### config.mk
export PLATFORM = sky130hd
export DESIGN_NAME = dcache_miss_handler
export DESIGN_NICKNAME = d
export VERILOG_FILES = /design/src/rtl/dcache_miss_handler_pkg.sv /design/src/rtl/dcache_line_buffer.sv /design/src/rtl/dcache_miss_handler.sv
export SDC_FILE = /design/constraint.sdc
export NUM_CORES = 2
export LEC_CHECK = 0
export ABC_AREA = 0
export ABC_CLOCK_PERIOD_IN_PS = 9600
export BUFFER_PORTS_ARGS = -buffer_cell sky130_fd_sc_hd__buf_2
export CORE_AREA = 2 2 502 504
export CTS_BUF_LIST = sky130_fd_sc_hd__clkbuf_4
export DETAILED_ROUTE_END_ITERATION = 10
export DIE_AREA = 0 0 504 506
export PLACE_DENSITY_LB_ADDON = 0.12
export SYNTH_ARGS = -nofsm -noshare
export SYNTH_HDL_FRONTEND = slang
export SYNTH_SLANG_ARGS = --single-unit
### constraint.sdc
create_clock -name clk -period 9.6 [get_ports clk]
set_input_delay 0.96 -clock clk [delete_from_list [all_inputs] [get_ports clk]]
set_output_delay 0.96 -clock clk [all_outputs]
set_load 0.1 [all_outputs]
### src/rtl/dcache_miss_handler_pkg.sv
// Shared constants and state encoding for the data-cache miss repair engine.
package dcache_miss_handler_pkg;

  localparam int DCACHE_LINE_BITS = 1024;
  localparam int DCACHE_BEAT_BITS = 32;
  localparam int DCACHE_BEATS     = DCACHE_LINE_BITS / DCACHE_BEAT_BITS;
  localparam int DCACHE_OFFSET_W  = $clog2(DCACHE_LINE_BITS / 8);

  typedef enum logic [1:0] {
    IDLE,
    FETCH,
    FILL,
    RESOLVE
  } miss_state_t;

endpackage

### src/rtl/dcache_line_buffer.sv
// Line assembly register: one beat written per cycle, whole line always readable.
module dcache_line_buffer #(
  parameter int LINE_BITS = 1024,
  parameter int BEAT_BITS = 32,
  parameter int IDX_W     = $clog2(LINE_BITS / BEAT_BITS)
) (
  input  logic                 clk,
  input  logic                 rst_n,
  input  logic                 wr_en,
  input  logic [IDX_W-1:0]     wr_idx,
  input  logic [BEAT_BITS-1:0] wr_data,
  output logic [LINE_BITS-1:0] rd_line
);

  logic [LINE_BITS-1:0] line_q;

  always_ff @(posedge clk or negedge rst_n) begin
    if (!rst_n) begin
      line_q <= '0;
    end else if (wr_en) begin
      line_q[wr_idx*BEAT_BITS +: BEAT_BITS] <= wr_data;
    end
  end

  assign rd_line = line_q;

endmodule

### src/rtl/dcache_miss_handler.sv
// Read-miss repair: fetch a full line as pipelined beats, then fill the controller once.
module dcache_miss_handler
  import dcache_miss_handler_pkg::*;
#(
  parameter int ADDR_W          = 32,
  parameter int LINE_BITS       = DCACHE_LINE_BITS,
  parameter int BEAT_BITS       = DCACHE_BEAT_BITS,
  parameter int MAX_OUTSTANDING = 4
) (
  input  logic                   clk,
  input  logic                   rst_n,
  input  logic                   read_repair_request,
  input  logic [ADDR_W-1:0]      missed_addr,
  output logic                   fill_valid,
  output logic [ADDR_W-1:0]      fill_addr,
  output logic [LINE_BITS-1:0]   fill_data,
  output logic [LINE_BITS/8-1:0] fill_mask,
  output logic                   repair_resolved,
  output logic                   mem_req_valid,
  input  logic                   mem_req_ready,
  output logic [ADDR_W-1:0]      mem_req_addr,
  input  logic                   mem_resp_valid,
  input  logic [BEAT_BITS-1:0]   mem_resp_data
);

  localparam int BEATS      = LINE_BITS / BEAT_BITS;
  localparam int BEAT_SHIFT = $clog2(BEAT_BITS / 8);
  localparam int CNT_W      = $clog2(BEATS + 1);
  localparam int IDX_W      = $clog2(BEATS);
  localparam int OUT_W      = $clog2(MAX_OUTSTANDING + 1);
  localparam logic [ADDR_W-1:0] OFF_MASK = ADDR_W'(LINE_BITS / 8 - 1);

  miss_state_t            state_q;
  logic                   req_q;
  logic [ADDR_W-1:0]      base_q;
  logic [CNT_W-1:0]       issue_q, recv_q;
  logic [OUT_W-1:0]       outst_q;
  logic                   fill_valid_q, resolved_q;
  logic [ADDR_W-1:0]      fill_addr_q;
  logic [LINE_BITS/8-1:0] fill_mask_q;

  logic req_edge, resp_acc, req_fire;

  assign req_edge = read_repair_request & ~req_q;
  // Responses only count while fetching and only up to the last beat of the line.
  assign resp_acc = (state_q == FETCH) && mem_resp_valid && (recv_q < CNT_W'(BEATS));
  // A response landing this cycle frees a slot, so issue may proceed at the limit.
  assign mem_req_valid = (state_q == FETCH) && (issue_q < CNT_W'(BEATS)) &&
                         ((outst_q < OUT_W'(MAX_OUTSTANDING)) || resp_acc);
  assign mem_req_addr  = base_q + (ADDR_W'(issue_q) << BEAT_SHIFT);
  assign req_fire      = mem_req_valid & mem_req_ready;

  always_ff @(posedge clk or negedge rst_n) begin
    if (!rst_n) begin
      state_q      <= IDLE;
      req_q        <= 1'b0;
      base_q       <= '0;
      issue_q      <= '0;
      recv_q       <= '0;
      outst_q      <= '0;
      fill_valid_q <= 1'b0;
      resolved_q   <= 1'b0;
      fill_addr_q  <= '0;
      fill_mask_q  <= '0;
    end else begin
      req_q        <= read_repair_request;
      fill_valid_q <= 1'b0;
      resolved_q   <= 1'b0;
      fill_addr_q  <= '0;
      fill_mask_q  <= '0;
      case (state_q)
        IDLE: begin
          if (req_edge) begin
            base_q  <= missed_addr & ~OFF_MASK;
            issue_q <= '0;
            recv_q  <= '0;
            outst_q <= '0;
            state_q <= FETCH;
          end
        end
        FETCH: begin
          if (req_fire) issue_q <= issue_q + CNT_W'(1);
          if (resp_acc) recv_q <= recv_q + CNT_W'(1);
          case ({req_fire, resp_acc})
            2'b10:   outst_q <= outst_q + OUT_W'(1);
            2'b01:   outst_q <= outst_q - OUT_W'(1);
            default: outst_q <= outst_q;
          endcase
          if (resp_acc && (recv_q == CNT_W'(BEATS - 1))) begin
            state_q      <= FILL;
            fill_valid_q <= 1'b1;
            fill_addr_q  <= base_q;
            fill_mask_q  <= '1;
          end
        end
        FILL: begin
          state_q    <= RESOLVE;
          resolved_q <= 1'b1;
        end
        RESOLVE: state_q <= IDLE;
        default: state_q <= IDLE;
      endcase
    end
  end

  dcache_line_buffer #(
    .LINE_BITS (LINE_BITS),
    .BEAT_BITS (BEAT_BITS),
    .IDX_W     (IDX_W)
  ) u_line_buf (
    .clk     (clk),
    .rst_n   (rst_n),
    .wr_en   (resp_acc),
    .wr_idx  (recv_q[IDX_W-1:0]),
    .wr_data (mem_resp_data),
    .rd_line (fill_data)
  );

  assign fill_valid      = fill_valid_q;
  assign fill_addr       = fill_addr_q;
  assign fill_mask       = fill_mask_q;
  assign repair_resolved = resolved_q;

endmodule

==> results.yml <==
outcome:
  outcome: "finished clean"
power:
  powerDensity_mw_per_mm2: 283
  power_leakage_nw: 30.0
  p_seq_share_pct: 32.3
  intPower_mw: 8.38
  swShare_pct: 49.0
  p_comb_share_pct: 38.6
  ir_worst_vdd_mv: 0.232
  clock_power_share_pct: 29.1
  p_switching_mw: 8.04
synthesis:
  yosys.area.top_type: "dfrtp_1"
  yosys_warnings: 0
  yosysSeqAreaShare_pct: 62.1
  post_synth.cell_area_avg_um2: 11.0
  netlist_instances: 4006
  synth_area_leaders: "dfrtp_1, mux2_2, o21ai_0"
  synth_edf_count: 0
  yosysTopAreaCellShare_pct: 62.1
  ys_top_cells_by_count: "dfrtp_1, nand2_1, o21ai_0"
  async_reset_ff_share_pct: 100
  yosysMostFrequentCell: "dfrtp_1"
  yosys_most_used_dff: "dfrtp_1"
  netlist_area_mm2: 0.0441
  ys_ff_latch: 1094
  yosysUniqueCellTypes: 58
timing:
  hold_slack_ns: 0.219
  clock.fmax_ghz: 0.199
  rsz0062_at_grt: "false"
  worst_pin_slew_ns: 1.14
  fin_crit_sh_pct: 52.3
  period_needed_ns: 5.02
  skew_ns: 0.138
  max-slew-margin-rel_pct: 23.9
  setup_viol: 0
  timing_hold_violations_final: 0
  report.final.slew_viol_count: 0
  setup_tns_ns: 0
finish:
  fin_nets: 5408
  final_area_mm2: 0.0580
  final_cells: 8910
  num-fill-cells: 27600
  syn_to_final_growth_pct: 31.6
  drive_above_1_share_pct: 41.6
run:
  drv_cap: 0
setup_path:
  worstSetupEndpointType: "output port"
  crit_fanout: 6
  cp.required_ns: 8.64
  reg2regPathDepth: 10
  r2r-end: "u_line_buf.rd_line[711]$_DFFE_PN0P_"
  cpMostUsedCell: "ha_1"
  start_kind: "register"
  r2r-start: "recv_q[0]$_DFFE_PN0P_"
  crit_family: "simple AND/OR/NAND/NOR gates"
  rrSetupSlack_ns: 4.72
  arrival_ns: 4.06
  cp_slowest_cell: "dfrtp_1"
  crit_buf_inv: 1
  max_stage_delay_ns: 0.54
  crit_chain: "ha_1 -> ha_1 -> nand3_1 -> nor2_1 -> nand4_1 -> xnor2_1 -> buf_2"
  crit_type: "register to output port"
place:
  gp_congestion: 0.754
  place.port_buffers: 1271
  dp_cells: 8282
  place_area_mm2: 0.0535
  hpwl_um: 165000
floorplan:
  io_pins: 1288
  start_util_pct: 17.6
  die-area_mm2: 0.255
  die_w_um: 504
  die_y_um: 506
  floorplan.rows: 184
  coreArea_mm2: 0.250
drt:
  wl_per_cell_um: 27.8
  vias_per_cell: 4.09
  drt_wl_total_um: 248000
  drt_drc_violations_left: 0
  vias: 36400
  first_pass_iters: 5
  antenna_left: 0
  drt_iter0_drc: 2192
clock_tree:
  tritoncts: "done"
  cts-root-buf: "clkbuf_4"
  postCtsResizedCells: 0
  clock_latency_ns: 1.39
  cts_sinks: 1094
  holdBufCountCts: 29
  cts_max_path_buffers: 4
  h-tree-depth: 5
  clk_pin_slew_ns: 0.06
  post_cts_buffers: 0
  cts-buffers-inserted: 363
global_routing:
  antenna_found_initial: 34
  gr-total-overflow: 0
  track_usage_pct: 19.0
  grt_first_pass_wirelength_um: 335000
  grt_max_degree: 155
  grt_pass1_vias: 37300
hold_path:
  holdPathStages: 3
  hold_path_end: "u_line_buf.rd_line[968]$_DFFE_PN0P_"
  min_from: "mem_resp_data[8]"
  hp-class: "input port to register"
-- power by group through the flow --
stage / Clock [mW] / Combinational (mW) / Sequential [mW]
global route: 5.30 / 6.66 / 5.36
CTS: 5.04 / 6.49 / 5.30
floorplan: 0 / 1.94 / 7.78
finish: 4.79 / 6.33 / 5.30
global placement: 0 / 6.47 / 5.37
detailed placement: 0 / 6.48 / 5.38
-- metrics by stage --
stage	setup slack [ns]	util (%)	total power, mW
after floorplan	5.21	-	9.72
after global placement	4.68	21.4	11.8
after detailed placement	4.65	21.4	11.9
after CTS	4.28	23.2	16.8
after global routing	4.17	23.2	17.3
final	4.58	23.2	16.4
-- area by class of cell --
cell class / instances / area [µm²] / area share (%)
Timing Repair Buffer: 1397 / 7470 / 12.9
Sequential cell: 1094 / 27400 / 47.2
Antenna cell: 26 / 65.1 / 0.112
Clock buffer: 511 / 3840 / 6.61
Multi-Input combinational cell: 2431 / 14600 / 25.1
Tap cell: 3348 / 4190 / 7.22
Clock inverter: 62 / 348 / 0.599
Inverter: 41 / 154 / 0.265
-- worst register-to-register path, delay by kind of cell (launching register included) --
| kind | cells | cell delay (ns) |
|---|---|---|
| buf+inv | 2 | 0.78 |
| flops | 1 | 0.66 |
| mux | 1 | 0.51 |
| simple gates | 5 | 2.28 |
| fa+ha+maj | 2 | 0.54 |
-- cells by family after synthesis --
family,after synthesis,share of synthesized area [%]
AO/OA/AOI/OAI,867,11.1
flip-flops,1094,62.1
XOR/XNOR,29,0.576
adder cells (fa/ha/maj),11,0.329
buffers and inverters,489,5.63
AND/OR/NAND/NOR,1161,11.2
multiplexers,354,9.09
other,1,0.00850
-- metal layers --
layer  vias to the layer above  global-route usage (%)  wire, µm
met5                         -                       0        35
met4                         8                    5.41      6240
met3                       327                    6.85     21800
met2                      1476                    31.4    119000
met1                     18300                    23.0    101000
li1                      16300                       -         -
-- registers in the layout, indices dropped and copies added, names as in the netlist --
register,cells
base_q,25
fill_addr,25
fill_mask,1
issue_q,6
outst_q,3
recv_q,6
repair_resolved,1
req_q,1
state_q,2
u_line_buf.rd_line,1024
-- layout by cell type, fill, tap and decap left out, types with 14 or more instances in the layout --
cell type,n
a22o_1,19
and2_1,76
and3_1,25
buf_2,1269
buf_4,92
clkbuf_4,511
clkinv_1,50
dfrtp_1,1093
diode_2,26
dlygate4sd3_1,29
inv_1,40
mux2_2,344
nand2_1,813
nand3_1,78
nand4_1,14
nor2_1,71
o21ai_0,668
o21ai_1,21
o31ai_1,120
xnor2_1,21
-- worst max path at each step --
stage                        startpoint  slack [ns]                                   to  cells past startpoint
6_report         issue_q[5]$_DFFE_PN0P_        4.58                     mem_req_addr[23]                      7
3_3_place_gp      recv_q[0]$_DFFE_PN0P_        4.68  u_line_buf.rd_line[794]$_DFFE_PN0P_                     12
5_1_grt          issue_q[5]$_DFFE_PN0P_        4.17                     mem_req_addr[31]                      7
3_5_place_dp      recv_q[0]$_DFFE_PN0P_        4.65  u_line_buf.rd_line[546]$_DFFE_PN0P_                     10
2_1_floorplan  fill_mask[126]$_DFF_PN0_        5.21                         fill_mask[0]                      1
4_1_cts          issue_q[5]$_DFFE_PN0P_        4.28                     mem_req_addr[31]                      7
Power figures use the tool's default switching activity.
